--- config.mk ---
export PLATFORM = sky130hd
export DESIGN_NAME = bus_cycle_sequencer_flat
export DESIGN_NICKNAME = d
export VERILOG_FILES = /design/src/rtl/bus_cycle_sequencer_if.sv /design/src/rtl/bus_cycle_sequencer.sv /design/src/flat_wrapper.sv
export SDC_FILE = /design/constraint.sdc
export NUM_CORES = 1
export LEC_CHECK = 0
export CAP_MARGIN = 20
export CORE_AREA = 2 2 48 50
export DETAILED_ROUTE_END_ITERATION = 8
export DIE_AREA = 0 0 50 52
export PLACE_DENSITY_LB_ADDON = 0.12
export SLEW_MARGIN = 20
export SYNTH_ARGS = -nofsm -noshare
export SYNTH_HDL_FRONTEND = slang
export SYNTH_SLANG_ARGS = --single-unit
--- constraint.sdc ---
create_clock -name clock -period 2 [get_ports clock]
set_clock_uncertainty 0.05 [all_clocks]
set_input_delay 0.4 -clock clock [delete_from_list [all_inputs] [get_ports clock]]
set_output_delay 0.4 -clock clock [all_outputs]
set_load 0.01 [all_outputs]
--- src/rtl/bus_cycle_sequencer_if.sv ---
// rtl/bus_cycle_sequencer_if.sv - CPU status / system command bus bundle for the bus cycle sequencer
interface bus_cycle_sequencer_if;
    logic [2:0] processor_status;
    logic       ready;
    logic       command_enable;
    logic       address_enable_n;
    logic       io_bus_mode;

    logic       io_read_command_n;
    logic       io_write_command_n;
    logic       advanced_io_write_command_n;
    logic       interrupt_acknowledge_n;
    logic       memory_read_command_n;
    logic       memory_write_command_n;
    logic       advanced_memory_write_command_n;
    logic       enable_io_command;
    logic       enable_memory_command;
    logic       address_latch_enable;
    logic       direction_transmit_or_receive_n;
    logic       data_enable;
    logic       peripheral_data_enable_n;
    logic       master_cascade_enable;
    logic       wait_state_active;
    logic       bus_busy;

    // The sequencer side drives the command bus.
    modport master (
        input  processor_status, ready, command_enable, address_enable_n, io_bus_mode,
        output io_read_command_n, io_write_command_n, advanced_io_write_command_n,
               interrupt_acknowledge_n, memory_read_command_n, memory_write_command_n,
               advanced_memory_write_command_n, enable_io_command, enable_memory_command,
               address_latch_enable, direction_transmit_or_receive_n, data_enable,
               peripheral_data_enable_n, master_cascade_enable, wait_state_active, bus_busy
    );

    modport slave (
        output processor_status, ready, command_enable, address_enable_n, io_bus_mode,
        input  io_read_command_n, io_write_command_n, advanced_io_write_command_n,
               interrupt_acknowledge_n, memory_read_command_n, memory_write_command_n,
               advanced_memory_write_command_n, enable_io_command, enable_memory_command,
               address_latch_enable, direction_transmit_or_receive_n, data_enable,
               peripheral_data_enable_n, master_cascade_enable, wait_state_active, bus_busy
    );
endinterface

--- src/rtl/bus_cycle_sequencer.sv ---
// rtl/bus_cycle_sequencer.sv - 8288-class bus controller with T1..T4/TW sequencing and wait-state insertion
// Optional BUS_CYCLE_READY_SYNC_EN: pass READY through a two-flop synchronizer before use.
module bus_cycle_sequencer #(
    parameter int unsigned IO_WAIT_STATES  = 1,
    parameter int unsigned MEM_WAIT_STATES = 0,
    parameter int unsigned WS_WIDTH        = 3
) (
    input  logic                  clock,
    input  logic                  reset,
    input  logic                  cpu_clock,
    bus_cycle_sequencer_if.master bus
);
    typedef enum logic [2:0] {
        S_IDLE = 3'd0,
        S_T1   = 3'd1,
        S_T2   = 3'd2,
        S_T3   = 3'd3,
        S_TW   = 3'd4,
        S_T4   = 3'd5
    } state_t;

    localparam logic [2:0] ST_INTA    = 3'b000;
    localparam logic [2:0] ST_IO_RD   = 3'b001;
    localparam logic [2:0] ST_IO_WR   = 3'b010;
    localparam logic [2:0] ST_HALT    = 3'b011;
    localparam logic [2:0] ST_FETCH   = 3'b100;
    localparam logic [2:0] ST_MEM_RD  = 3'b101;
    localparam logic [2:0] ST_MEM_WR  = 3'b110;
    localparam logic [2:0] ST_PASSIVE = 3'b111;

    state_t              state;
    logic [WS_WIDTH-1:0] ws_cnt;
    logic [2:0]          latched_status;
    logic                cpu_clock_s;
    logic                cpu_clock_d;
    logic                wait_state_q;
    logic                busy_q;
    logic                tick;
    logic                ready_s;

`ifdef BUS_CYCLE_READY_SYNC_EN
    logic ready_meta;
    logic ready_sync;
    assign ready_s = ready_sync;
`else
    assign ready_s = bus.ready;
`endif

    // cpu_clock is registered before edge detection, so a tick lands one clock after the edge is seen.
    assign tick = cpu_clock_s & ~cpu_clock_d;

    always_ff @(posedge clock or posedge reset) begin
        if (reset) begin
            state          <= S_IDLE;
            ws_cnt         <= '0;
            latched_status <= ST_PASSIVE;
            cpu_clock_s    <= 1'b0;
            cpu_clock_d    <= 1'b0;
            wait_state_q   <= 1'b0;
            busy_q         <= 1'b0;
`ifdef BUS_CYCLE_READY_SYNC_EN
            ready_meta     <= 1'b0;
            ready_sync     <= 1'b0;
`endif
        end else begin
            cpu_clock_s <= cpu_clock;
            cpu_clock_d <= cpu_clock_s;
`ifdef BUS_CYCLE_READY_SYNC_EN
            ready_meta  <= bus.ready;
            ready_sync  <= ready_meta;
`endif
            if (tick) begin
                case (state)
                    S_IDLE, S_T4: begin
                        wait_state_q <= 1'b0;
                        if (bus.processor_status != ST_PASSIVE) begin
                            latched_status <= bus.processor_status;
                            state          <= S_T1;
                            busy_q         <= 1'b1;
                        end else begin
                            state  <= S_IDLE;
                            busy_q <= 1'b0;
                        end
                    end
                    S_T1: begin
                        wait_state_q <= 1'b0;
                        if (latched_status == ST_HALT) begin
                            state  <= S_IDLE;
                            busy_q <= 1'b0;
                        end else begin
                            state  <= S_T2;
                            busy_q <= 1'b1;
                            ws_cnt <= latched_status[2] ? WS_WIDTH'(MEM_WAIT_STATES)
                                                        : WS_WIDTH'(IO_WAIT_STATES);
                        end
                    end
                    S_T2: begin
                        state        <= S_T3;
                        busy_q       <= 1'b1;
                        wait_state_q <= 1'b0;
                    end
                    S_T3, S_TW: begin
                        busy_q <= 1'b1;
                        // Programmed waits are served first, then READY can stretch further.
                        if (ws_cnt != '0) begin
                            ws_cnt       <= ws_cnt - 1'b1;
                            state        <= S_TW;
                            wait_state_q <= 1'b1;
                        end else if (!ready_s) begin
                            state        <= S_TW;
                            wait_state_q <= 1'b1;
                        end else begin
                            state        <= S_T4;
                            wait_state_q <= 1'b0;
                        end
                    end
                    default: begin
                        state        <= S_IDLE;
                        busy_q       <= 1'b0;
                        wait_state_q <= 1'b0;
                    end
                endcase
            end
        end
    end

    logic in_cmd_window;
    logic in_write_window;
    logic in_cycle;
    logic st_inta, st_io_rd, st_io_wr, st_halt, st_fetch, st_mem_rd, st_mem_wr;
    logic read_type;
    logic write_type;
    logic den;

    assign in_cmd_window   = (state == S_T2) || (state == S_T3) || (state == S_TW);
    assign in_write_window = (state == S_T3) || (state == S_TW);
    assign in_cycle        = (state != S_IDLE);

    assign st_inta   = (latched_status == ST_INTA);
    assign st_io_rd  = (latched_status == ST_IO_RD);
    assign st_io_wr  = (latched_status == ST_IO_WR);
    assign st_halt   = (latched_status == ST_HALT);
    assign st_fetch  = (latched_status == ST_FETCH);
    assign st_mem_rd = (latched_status == ST_MEM_RD);
    assign st_mem_wr = (latched_status == ST_MEM_WR);

    assign read_type  = st_inta | st_io_rd | st_fetch | st_mem_rd;
    assign write_type = st_io_wr | st_mem_wr;

    assign bus.io_read_command_n               = ~(bus.command_enable & st_io_rd & in_cmd_window);
    assign bus.io_write_command_n              = ~(bus.command_enable & st_io_wr & in_write_window);
    assign bus.advanced_io_write_command_n     = ~(bus.command_enable & st_io_wr & in_cmd_window);
    assign bus.interrupt_acknowledge_n         = ~(bus.command_enable & st_inta & in_cmd_window);
    assign bus.memory_read_command_n           = ~(bus.command_enable & (st_fetch | st_mem_rd) & in_cmd_window);
    assign bus.memory_write_command_n          = ~(bus.command_enable & st_mem_wr & in_write_window);
    assign bus.advanced_memory_write_command_n = ~(bus.command_enable & st_mem_wr & in_cmd_window);

    assign bus.enable_memory_command = ~bus.address_enable_n;
    assign bus.enable_io_command     = ~bus.address_enable_n | bus.io_bus_mode;

    // Writes hold DEN through T4 so data stays driven while the write strobe trails off.
    assign den = bus.command_enable &
                 ((read_type & in_cmd_window) | (write_type & (in_cmd_window | (state == S_T4))));

    assign bus.address_latch_enable            = (state == S_T1) & ~st_halt;
    assign bus.master_cascade_enable           = (state == S_T1) & st_inta;
    assign bus.direction_transmit_or_receive_n = ~(in_cycle & read_type);
    assign bus.data_enable                     = den;
    assign bus.peripheral_data_enable_n        = ~den;
    assign bus.wait_state_active               = wait_state_q;
    assign bus.bus_busy                        = busy_q;
endmodule

--- src/flat_wrapper.sv ---
// flat-port wrapper written by rule: the top's interface ports become plain ports
module bus_cycle_sequencer_flat 
#(
    parameter int unsigned IO_WAIT_STATES  = 1,
    parameter int unsigned MEM_WAIT_STATES = 0,
    parameter int unsigned WS_WIDTH        = 3
)
  (clock, reset, cpu_clock, bus_processor_status, bus_ready, bus_command_enable, bus_address_enable_n, bus_io_bus_mode, bus_io_read_command_n, bus_io_write_command_n, bus_advanced_io_write_command_n, bus_interrupt_acknowledge_n, bus_memory_read_command_n, bus_memory_write_command_n, bus_advanced_memory_write_command_n, bus_enable_io_command, bus_enable_memory_command, bus_address_latch_enable, bus_direction_transmit_or_receive_n, bus_data_enable, bus_peripheral_data_enable_n, bus_master_cascade_enable, bus_wait_state_active, bus_bus_busy);
  bus_cycle_sequencer_if bus_i ();
  input  logic clock;
  input  logic reset;
  input  logic cpu_clock;
  input wire logic [$bits(bus_i.processor_status)-1:0] bus_processor_status;
  input wire logic [$bits(bus_i.ready)-1:0] bus_ready;
  input wire logic [$bits(bus_i.command_enable)-1:0] bus_command_enable;
  input wire logic [$bits(bus_i.address_enable_n)-1:0] bus_address_enable_n;
  input wire logic [$bits(bus_i.io_bus_mode)-1:0] bus_io_bus_mode;
  output wire logic [$bits(bus_i.io_read_command_n)-1:0] bus_io_read_command_n;
  output wire logic [$bits(bus_i.io_write_command_n)-1:0] bus_io_write_command_n;
  output wire logic [$bits(bus_i.advanced_io_write_command_n)-1:0] bus_advanced_io_write_command_n;
  output wire logic [$bits(bus_i.interrupt_acknowledge_n)-1:0] bus_interrupt_acknowledge_n;
  output wire logic [$bits(bus_i.memory_read_command_n)-1:0] bus_memory_read_command_n;
  output wire logic [$bits(bus_i.memory_write_command_n)-1:0] bus_memory_write_command_n;
  output wire logic [$bits(bus_i.advanced_memory_write_command_n)-1:0] bus_advanced_memory_write_command_n;
  output wire logic [$bits(bus_i.enable_io_command)-1:0] bus_enable_io_command;
  output wire logic [$bits(bus_i.enable_memory_command)-1:0] bus_enable_memory_command;
  output wire logic [$bits(bus_i.address_latch_enable)-1:0] bus_address_latch_enable;
  output wire logic [$bits(bus_i.direction_transmit_or_receive_n)-1:0] bus_direction_transmit_or_receive_n;
  output wire logic [$bits(bus_i.data_enable)-1:0] bus_data_enable;
  output wire logic [$bits(bus_i.peripheral_data_enable_n)-1:0] bus_peripheral_data_enable_n;
  output wire logic [$bits(bus_i.master_cascade_enable)-1:0] bus_master_cascade_enable;
  output wire logic [$bits(bus_i.wait_state_active)-1:0] bus_wait_state_active;
  output wire logic [$bits(bus_i.bus_busy)-1:0] bus_bus_busy;
  assign bus_i.processor_status = bus_processor_status;
  assign bus_i.ready = bus_ready;
  assign bus_i.command_enable = bus_command_enable;
  assign bus_i.address_enable_n = bus_address_enable_n;
  assign bus_i.io_bus_mode = bus_io_bus_mode;
  assign bus_io_read_command_n = bus_i.io_read_command_n;
  assign bus_io_write_command_n = bus_i.io_write_command_n;
  assign bus_advanced_io_write_command_n = bus_i.advanced_io_write_command_n;
  assign bus_interrupt_acknowledge_n = bus_i.interrupt_acknowledge_n;
  assign bus_memory_read_command_n = bus_i.memory_read_command_n;
  assign bus_memory_write_command_n = bus_i.memory_write_command_n;
  assign bus_advanced_memory_write_command_n = bus_i.advanced_memory_write_command_n;
  assign bus_enable_io_command = bus_i.enable_io_command;
  assign bus_enable_memory_command = bus_i.enable_memory_command;
  assign bus_address_latch_enable = bus_i.address_latch_enable;
  assign bus_direction_transmit_or_receive_n = bus_i.direction_transmit_or_receive_n;
  assign bus_data_enable = bus_i.data_enable;
  assign bus_peripheral_data_enable_n = bus_i.peripheral_data_enable_n;
  assign bus_master_cascade_enable = bus_i.master_cascade_enable;
  assign bus_wait_state_active = bus_i.wait_state_active;
  assign bus_bus_busy = bus_i.bus_busy;
  bus_cycle_sequencer #(.IO_WAIT_STATES(IO_WAIT_STATES), .MEM_WAIT_STATES(MEM_WAIT_STATES), .WS_WIDTH(WS_WIDTH)) u_core (.clock(clock), .reset(reset), .cpu_clock(cpu_clock), .bus(bus_i));
endmodule
### Word level (Yosys, flattened, before mapping)

Cells that the tools add are included.

| cells by class | value |
|---|---|
| $add $sub $neg | 1 |
| reductions and logical operators | 13 |
| equality and inequality tests | 14 |
| mux-type cells | 15 |
| bitwise logic cells | 39 |

Operators with widths:

| kind | number |
|---|---|
| 1-bit AND | 19 |
| 3-bit equality test, second input constant | 5 |
| 3-bit by 2-bit equality test with 1-bit output, second input constant | 4 |
| 1-bit inverter | 12 |
| 3-bit case mux with 4 select lines | 1 |
| 3-bit 2-to-1 mux | 3 |
| 1-bit 2-to-1 mux | 8 |
| 1-bit bitwise OR | 8 |
| 3-bit by 1-bit equality test with 1-bit output, second input constant | 2 |
| 3-bit logical NOT | 2 |
| 3-bit case mux with 2 select lines | 1 |
| 3-bit nonzero test | 2 |
| 4-bit AND reduction | 1 |
| 2-bit OR reduction | 2 |
| 1-bit logical OR | 3 |
| 3-bit != test, second input constant | 1 |
| 1-bit case mux with 3 select lines | 1 |
| 3-bit AND reduction | 1 |
| 3-bit OR reduction | 1 |
| 3-bit by 1-bit subtractor with 3-bit output, second input constant | 1 |
| 2-bit 2-to-1 mux | 1 |
| 2-bit by 1-bit != test with 1-bit output, second input constant | 1 |
| 2-bit != test, second input constant | 1 |
| 2-bit nonzero test | 1 |

| storage, ports and cells | value |
|---|---|
| output and inout bits | 16 |
| input port bits | 10 |
| word-level logic and storage cells | 89 |
| register bits after elaboration | 13 |

### Logic depth before layout (Yosys ltp)

Gate-level depths: netlist of the first run.

| logic depth | value |
|---|---|
| depth in word-level cells | 8 |
| depth in mapped cells | 7 |
| depth with buffers taken out | 7 |

### Worst setup path after synthesis of the first run

No wires, ideal clock.

| timing path | value |
|---|---|
| kind | register to output |
| start | reg u_core.state[1] |
| end | out bus_io_write_command_n |
| cell stages (with the launch flop) | 5 |
| buffers on the path | 1 |
| setup slack | 0.247 ns |
| required time | 1.550 ns |
| arrival | 1.303 ns |
| cell sequence | dfrtp_1 > buf_6 > nor2b_1 > a22oi_2 > or3_1 |

| on the way | value |
|---|---|
| word-level cells in the longest chain between the ends | 4 |
| elaborated cells between the ends (all ways) | 5 |
| classes of those cells | eq/ne: 2; bitwise: 2; reduce/logical: 1 |

RTL lines:

| item | RTL line | source |
|---|---|---|
| from (decl) | bus_cycle_sequencer.sv:31 | `state_t state;` |
| from (signal assigned) | bus_cycle_sequencer.sv:54 | `state <= S_IDLE;` |
| from (signal assigned) | bus_cycle_sequencer.sv:78 | `state <= S_T1;` |
| from (signal assigned) | bus_cycle_sequencer.sv:81 | `state <= S_IDLE;` |
| 3-bit by 2-bit equality test with 1-bit output / 3-bit equality test (equally long branches) | bus_cycle_sequencer.sv:136 | `assign in_write_window = (state == S_T3) \|\| (state == S_TW);` |
| 1-bit logical OR (*) | bus_cycle_sequencer.sv:136 |  |
| 1-bit AND (*) | bus_cycle_sequencer.sv:151 | `assign bus.io_write_command_n = ~(bus.command_enable & st_io_wr & in_write_window);` |
| 1-bit inverter (*) | bus_cycle_sequencer.sv:151 |  |
| to (decl) | flat_wrapper.sv:19 | `output wire logic [$bits(bus_i.io_write_command_n)-1:0] bus_io_write_command_n;` |

Mark *: on every way between the ends. The rest lies on a longest branch, timed or not.

### Final worst setup path of the first run

| timing path | value |
|---|---|
| start | reg u_core.state[1] |
| end | out bus_data_enable |

| on the way | value |
|---|---|
| word-level cells in the longest chain between the ends | 7 |
| elaborated cells between the ends (all ways) | 11 |
| classes of those cells | eq/ne: 4; bitwise: 5; reduce/logical: 2 |

RTL lines:

| item | RTL line | source |
|---|---|---|
| 3-bit by 2-bit equality test with 1-bit output | bus_cycle_sequencer.sv:135 | `assign in_cmd_window = (state == S_T2) \|\| (state == S_T3) \|\| (state == S_TW);` |
| 1-bit logical OR (2 in a row) | bus_cycle_sequencer.sv:135 |  |
| 1-bit bitwise OR | bus_cycle_sequencer.sv:163 | `((read_type & in_cmd_window) \| (write_type & (in_cmd_window \| (state == S_T4))));` |
| 1-bit AND | bus_cycle_sequencer.sv:163 |  |
| 1-bit bitwise OR (*) | bus_cycle_sequencer.sv:163 |  |
| 1-bit AND (*) | bus_cycle_sequencer.sv:162 | `assign den = bus.command_enable &` |
| to (decl) | flat_wrapper.sv:29 | `output wire logic [$bits(bus_i.data_enable)-1:0] bus_data_enable;` |

Marks and branches as above.

==> impl_metrics.toml, run 1 <==
[sta]
worstMarginPinSlew_ps = 492
hold_violations = 0
fmax_mhz = 481
hold_slack_ps = 364
worst_slack_ps = -76.9
relSlewSlack_pct = 67.2
post-route-min-period_ps = 2080
rsz0062_at_grt = "true"
setup_viol_count_final = 7
slew_violations = 0
period_share_pct = 104

[synthesis]
syn_nets = 108
synth.distinct_cells = 39
seq_area_frac_synth_pct = 35.9
synthCells = 94
synth_edf_count = 0
avgSynthCellArea_um2 = 9.74
ys.flop_type = "dfrtp_1"
syn_area_um2 = 916
ys_seq_elements = 13
synth.yosys.warnings = 0
async_flop_share_pct = 100

[floorplanning]
initial_utilization_pct = 43.5
num_rows = 17
chipHeight_um = 52
die_x_um = 50
die_area_um2 = 2600
io_pins = 26
core_um2 = 2110

[min_path]
holdPathStages = 0
hp-class = "reg -> reg"
holdCritStartpoint = "u_core.cpu_clock_s"

[final_layout]
mostFrequentLayoutCells = "20 x buf_4, 13 x clkdlybuf4s50_1, 10 x buf_2"
final_layout_size_suffix_gt1_share_pct = 43.4
final_common_cell = "buf_4"
antenna_cells = 0
nets = 158
design_area_um2 = 1380
synthToLayoutAreaGrowth_pct = 51.1
n_fill_cell = 182

[worst_setup_path]
critPathRequiredTime_ps = 1550
critPathLaunch = "u_core.state[1]"
cp-end-kind = "output pin"
r2r_start = "u_core.state[2]"
worstPathArrival_ps = 1630
path_max_fanout = 4
cp-start-kind = "register"
path_class = "reg -> out"
worstRegToRegCells = 8

[placement]
port-buffer-count = 25
gp_congestion = 0.747
dpl-instance-area_um2 = 1280
dpl.hpwl_um = 1660

[detailed_routing]
wl_met3_um = 69
drt_iter0_markers = 10
top_layer = "met4"
route.detailed.drc = 0
vias = 869
drt_wl_total_um = 2340
wl_met2_um = 1220
final_antenna_net_count = 0
wl_per_cell_um = 13.7
drtPass1Iterations = 4
met1_length_um = 1010
viasPerCell = 5.08

[global_routing]
grt_start_max_net_pins = 14
track_usage_pct = 20.1
grt_pass1_vias = 882
grt_overflow = 0
antenna_found_initial = 0
grt_first_pass_wirelength_um = 3890

[power]
sequentialPowerShare_pct = 25.0
p_sw_mw = 0.781
p_leak_nw = 0.606
powerDensity_nw_per_um2 = 1420
swShare_pct = 39.6
internal_power_mw = 1.19
combPwrFrac_pct = 66.6
p_clk_share_pct = 8.3
power_mw = 1.97
peakVddDrop_v = 0.000756

[clocking]
cts_tree = "yes"
worstSkewPairLatency_ps = 280
cts_sinks = 13
root_buffer = "clkbuf_4"
cts_buffer_depth = 2
cts_buffers = 3
cts.clk_slew.worst_paths_ps = 70
htree_levels = 1

[run]
maxCapViolations = 0

[run_status]
status = "complete, but fails checks"
violations = "setup timing"
sequential cells by signal (all words and copies together), names as in the netlist:
name / count
u_core.bus.wait_state_active: 1
u_core.state: 3
u_core.ws_cnt: 3
u_core.cpu_clock_s: 1
u_core.bus.bus_busy: 1
u_core.latched_status: 3
u_core.cpu_clock_d: 1
worst max-delay path: stages, from the launching register on:
cell	delay [ps]
dfrtp_2	460
ha_4	180
a21oi_4	140
buf_6	120
nor2_4	30
buf_6	110
o21a_1	170
buf_2	130
final cells by class:
| cell class | count | area [um^2] | area share, % |
|---|---|---|---|
| inverters | 8 | 30.0 | 2.17 |
| clock buffers | 4 | 26.3 | 1.90 |
| flip-flops and latches | 13 | 330 | 23.9 |
| well taps | 28 | 35.0 | 2.53 |
| multi-input cells | 69 | 569 | 41.1 |
| repair buffers | 49 | 393 | 28.4 |
layer usage:
metal,vias to the layer above,GRT usage (%)
li1,435,-
met1,408,22.6
met2,22,37.9
met3,4,1.72
met4,0,9.72
met5,-,0
through the flow:
stage	cells	setup TNS (ps)	setup WS, ps	util (%)
final	171	-247	-76.9	65.7
after CTS	171	-624	-89.2	64.0
after global routing	171	-787	-148	65.7
after detailed placement	160	-1600	-275	61.0
after global placement	160	-1510	-233	61.0
after floorplan	94	0	247	-
Yosys cell counts, drive strengths merged, types with 2 or more instances:
master	count	area, um^2
nand2b	3	18.8
ha	4	50.1
inv	8	30.0
dfrtp	10	250
dfstp	3	78.8
o21a	2	22.5
nor3b	2	15.0
nor2	6	22.5
nand3	3	15.0
o211ai	3	22.5
and2b	2	17.5
o21ai	5	25.0
clkbuf	2	21.3
mux2	5	63.8
buf	2	22.5
or3	4	25.0
a21boi	2	15.0
nand2	10	40.0
o2111ai	2	17.5
nor4	2	18.8
nand4	2	12.5
nor2b	2	12.5
power by group through the flow:
stage	combinational, mW	clock [mW]	sequential (mW)
2_1_floorplan	0.647	0	0.465
3_3_place_gp	1.07	0	0.482
3_5_place_dp	1.09	0	0.486
4_1_cts	1.22	0.171	0.474
5_1_grt	1.44	0.184	0.505
6_report	1.31	0.164	0.494
logic make-up after synthesis:
kind of cell | Yosys count | synth area share, %
compound gates | 20 | 18.6
xor+xnor | 1 | 0.956
fa+ha+maj | 4 | 5.46
buf+inv | 12 | 8.06
flops | 13 | 35.9
mux | 5 | 6.97
simple gates | 39 | 24.0
worst paths after layout:
check,slack (ps),endpoint
max,-80,bus_data_enable
min,360,u_core.cpu_clock_d
max reg2reg,60,u_core.ws_cnt[1]
min reg2reg,360,u_core.cpu_clock_d
max in group asynchronous,1160,u_core.state[1]
min in group asynchronous,380,u_core.ws_cnt[0]
repair_timing:
item / in CTS / in global routing
setup buffers: 7 / 0
pin swaps: 3 / 6
endpoints found under the setup margin: 12 / 12
hold endpoints to repair: 0 / 0
resized for setup: 48 / 15
hold buffers: 0 / 0
Power figures use the tool's default switching activity.
==> run 2: changes to the inputs <==
Settings changed: CORE_AREA 2 2 48 50 to 5 5 54 56, DIE_AREA 0 0 50 52 to 0 0 59 61.
==> impl_metrics.toml, run 2 (synthesis results as in run 1) <==
[final_layout]
seq_area_um2 = 330
design_area_um2 = 1360
nets = 155
postLayoutCoreUtil_pct = 57.1
final_cells = 170
antenna_cells = 0
n_fill_cell = 236
synthToLayoutAreaGrowth_pct = 48.9
largestRegisters = "u_core.latched_status: 3 flops, u_core.state: 3 flops, u_core.ws_cnt: 3 flops"
multiInputGateArea_um2 = 571
final_layout_size_suffix_gt1_share_pct = 41.4
final_common_cell = "buf_4"
mostFrequentLayoutCells = "17 x buf_4, 12 x clkdlybuf4s50_1, 9 x nand2_1, 9 x dfrtp_1"

[sta]
period_share_pct = 100
worst_slack_ps = -6.93
setup_viol_count_final = 1
post-route-min-period_ps = 2010
fmax_mhz = 498
hold_slack_ps = 361
hold_violations = 0
setup_tns_ps = -6.93
relSlewSlack_pct = 66.6
rsz0062_at_grt = "true"
slew_violations = 0
worstMarginPinSlew_ps = 501

[detailed_routing]
viasPerCell = 5.10
drt_iter0_markers = 17
final_antenna_net_count = 0
wl_per_cell_um = 13.6
route.detailed.drc = 0
drt_wl_total_um = 2310
vias = 867
drtPass1Iterations = 4

[floorplanning]
num_rows = 18
chipHeight_um = 61
core_um2 = 2390
io_pins = 26
die_x_um = 59
initial_utilization_pct = 38.4
die_area_um2 = 3600

[clocking]
worstSkewPairLatency_ps = 280
root_buffer = "clkbuf_4"
cts_tree = "yes"
cts_buffers = 3
cts_sinks = 13
cts.clk_slew.worst_paths_ps = 80
cts_buffer_depth = 2
htree_levels = 1

[worst_setup_path]
path_delay_family = "simple AND/OR/NAND/NOR gates"
critPathRequiredTime_ps = 1550
cp-end-kind = "output pin"
worstPathArrival_ps = 1560
cp_cell_sequence = "nor2_4 > buf_4 > a22oi_2 > or3_1 > buf_2"
slowest_delay_ps = 460
path_max_fanout = 4
worstRegToRegCells = 6
r2r_start = "u_core.ws_cnt[0]"
path_class = "reg -> out"
r2r_slack_ps = 140
cp-start-kind = "register"
timing.rr.end = "u_core.ws_cnt[1]"
slowest_stage = "dfrtp_2"
critPathBufInv = 2

[min_path]
hp-class = "reg -> reg"
holdCritStartpoint = "u_core.cpu_clock_s"
holdPathStages = 0
whs_endpoint = "u_core.cpu_clock_d"

[power]
power_mw = 1.93
powerDensity_nw_per_um2 = 1410
p_leak_nw = 0.589
peakVddDrop_v = 0.000758

[run]
maxCapViolations = 0

[placement]
gp_congestion = 0.789
dpl.hpwl_um = 1740
dpl-instance-area_um2 = 1260
pre_cts_ws_ps = -292
port-buffer-count = 25
dpl.cell_count = 159

[global_routing]
grt_overflow = 0
grt_pass1_vias = 830
antenna_found_initial = 0
grt_first_pass_wirelength_um = 3710
grt_start_max_net_pins = 14
track_usage_pct = 13.6

[run_status]
status = "complete, but fails checks"
violations = "setup timing"
[run 2: per-layer routing]
layer	vias up	global-route usage, %	part of all wire (%)
met5	-	0	0
met4	0	4.85	1.6
met3	5	2.34	6.0
met2	24	24.1	48
met1	403	16.5	44
li1	435	-	-
[run 2: repair_timing]
action,CTS,global route
setup buffers,4,3
gates cloned,0,0
endpoints found under the setup margin,12,12
hold buffers,0,0
hold endpoints to repair,0,0
resized for setup,39,19
pin swaps,1,3
[run 2: how the worst max path moves through the flow]
stage	slack, ps	startpoint	to	cells past startpoint
floorplan	250	u_core.state[1]	bus_io_write_command_n	4
global placement	-260	bus_command_enable	bus_memory_write_command_n	4
detailed placement	-290	bus_command_enable	bus_io_write_command_n	4
CTS	-140	u_core.state[1]	bus_io_write_command_n	5
global route	-50	u_core.state[1]	bus_memory_write_command_n	5
finish	-7	u_core.state[1]	bus_memory_write_command_n	5
[run 2: layout make-up]
| type | count | area share, % |
|---|---|---|
| multi-input cells | 69 | 41.8 |
| repair buffers | 46 | 27.1 |
| flip-flops and latches | 13 | 24.2 |
| well taps | 30 | 2.75 |
| inverters | 8 | 2.20 |
| clock buffers | 4 | 1.93 |
[run 2: where the power goes]
group	internal, mW	switching, mW	leakage, nW	total (mW)
clock	0.0776	0.0914	0.0150	0.169
combinational	0.687	0.574	0.417	1.26
sequential	0.387	0.109	0.157	0.496
==> run 3: changes to the inputs <==
Settings changed: DONT_BUFFER_PORTS from default to 1.
==> impl_metrics.toml, run 3 (synthesis results as in run 1) <==
[run_status]
status = "complete, but fails checks"
violations = "hold timing"

[floorplanning]
num_rows = 18
chipHeight_um = 61
die_area_um2 = 3600
core_um2 = 2390
initial_utilization_pct = 38.4
io_pins = 26
die_x_um = 59

[power]
powerDensity_nw_per_um2 = 1490
peakVddDrop_v = 0.000602
p_leak_nw = 0.431

[clocking]
cts_buffers = 3
cts_sinks = 13
htree_levels = 1
cts.clk_slew.worst_paths_ps = 80
cts_buffer_depth = 2
cts_tree = "yes"
worstSkewPairLatency_ps = 270
postCtsHoldBufs = 0
root_buffer = "clkbuf_4"

[sta]
worst_slack_ps = 82.3
setup_viol_count_final = 0
setup_tns_ps = 0
fmax_mhz = 521
hold_slack_ps = -14.2
worstMarginPinSlew_ps = 512
rsz0062_at_grt = "true"
post-route-min-period_ps = 1920
hold_violations = 10
slew_violations = 0
relSlewSlack_pct = 65.9
period_share_pct = 95.9

[worst_setup_path]
r2r_slack_ps = 180
slowest_stage = "dfstp_2"
slowest_delay_ps = 620
path_max_fanout = 9
critPathRequiredTime_ps = 1550
worstRegToRegCells = 6
cp-start-kind = "register"
worstPathArrival_ps = 1470
cp_cell_sequence = "inv_1 > or3_1"
cp-end-kind = "output pin"
path_class = "reg -> out"

[global_routing]
grt_first_pass_wirelength_um = 3340
track_usage_pct = 12.7
antenna_found_initial = 0
grt_overflow = 0
grt_start_max_net_pins = 14
grt_pass1_vias = 671

[detailed_routing]
wl_met2_um = 938
vias = 715
drt_wl_total_um = 2010
top_layer = "met4"
wl_met3_um = 163
viasPerCell = 5.42
drt_iter0_markers = 28
drtPass1Iterations = 4
met1_length_um = 867
wl_per_cell_um = 15.2
final_antenna_net_count = 0
route.detailed.drc = 0

[run]
maxCapViolations = 0

[final_layout]
nets = 117
mostFrequentLayoutCells = "9 x nand2_1, 8 x buf_4, 8 x dfrtp_1"
final_layout_size_suffix_gt1_share_pct = 37.3
antenna_cells = 0
final_common_cell = "nand2_1"
largestRegisters = "u_core.latched_status: 3 flops, u_core.state: 3 flops, u_core.ws_cnt: 3 flops"
design_area_um2 = 1060
n_fill_cell = 243
synthToLayoutAreaGrowth_pct = 15.8

[min_path]
hp-class = "in -> async"

[placement]
dpl-instance-area_um2 = 947
port-buffer-count = 0
dpl.hpwl_um = 1540
gp_congestion = 0.785
pre_cts_ws_ps = 85.3
-- run 3: path summary, 6_finish.rpt --
kind                                     startpoint                                   to
hold / removal                                reset                   u_core.cpu_clock_s
setup / recovery           u_core.latched_status[2]  bus_advanced_memory_write_command_n
max in group asynchronous                     reset                      u_core.state[2]
min in group clock                        cpu_clock                   u_core.cpu_clock_s
setup reg to reg                   u_core.ws_cnt[0]                     u_core.ws_cnt[2]
hold reg to reg                  u_core.cpu_clock_s                   u_core.cpu_clock_d
-- run 3: what timing repair did --
item,in CTS,in global routing
pin swaps,0,2
gates cloned,0,0
resized for setup,7,10
endpoints found under the setup margin,9,10
buffers inserted,2,1
-- run 3: power breakdown --
group | leakage [nW] | internal, mW | switching, mW | total, mW
Combinational | 0.261 | 0.425 | 0.449 | 0.874
Clock | 0.0150 | 0.0774 | 0.0831 | 0.160
Sequential | 0.155 | 0.389 | 0.156 | 0.545
-- run 3: critical path: cells and delay by family, from the launching register on --
family                 cells  cell delay, ps
and+or+nand+nor            1             440
DFF                        1             620
buffers and inverters      1             130
-- run 3: area by class of cell --
class	instances	area, um^2	share of cell area (%)
tap	30	37.5	3.54
sequential	13	332	31.2
timing repair buffer	8	60.1	5.66
inverter	8	32.5	3.07
clock buffer	4	26.3	2.48
multi-input combinational	69	573	54.0
-- run 3: per-stage QoR --
step / std cells / util (%) / total power, mW
2_1_floorplan: 94 / - / 1.11
3_3_place_gp: 125 / 39.7 / 1.26
3_5_place_dp: 125 / 39.7 / 1.27
4_1_cts: 131 / 42.2 / 1.51
5_1_grt: 132 / 44.4 / 1.73
6_report: 132 / 44.4 / 1.58
-- run 3: routing by layer --
| layer | vias to the layer above | track usage, % |
|---|---|---|
| met3 | 4 | 3.62 |
| met4 | 0 | 6.80 |
| met1 | 339 | 16.8 |
| met5 | - | 0 |
| li1 | 351 | - |
| met2 | 21 | 18.8 |
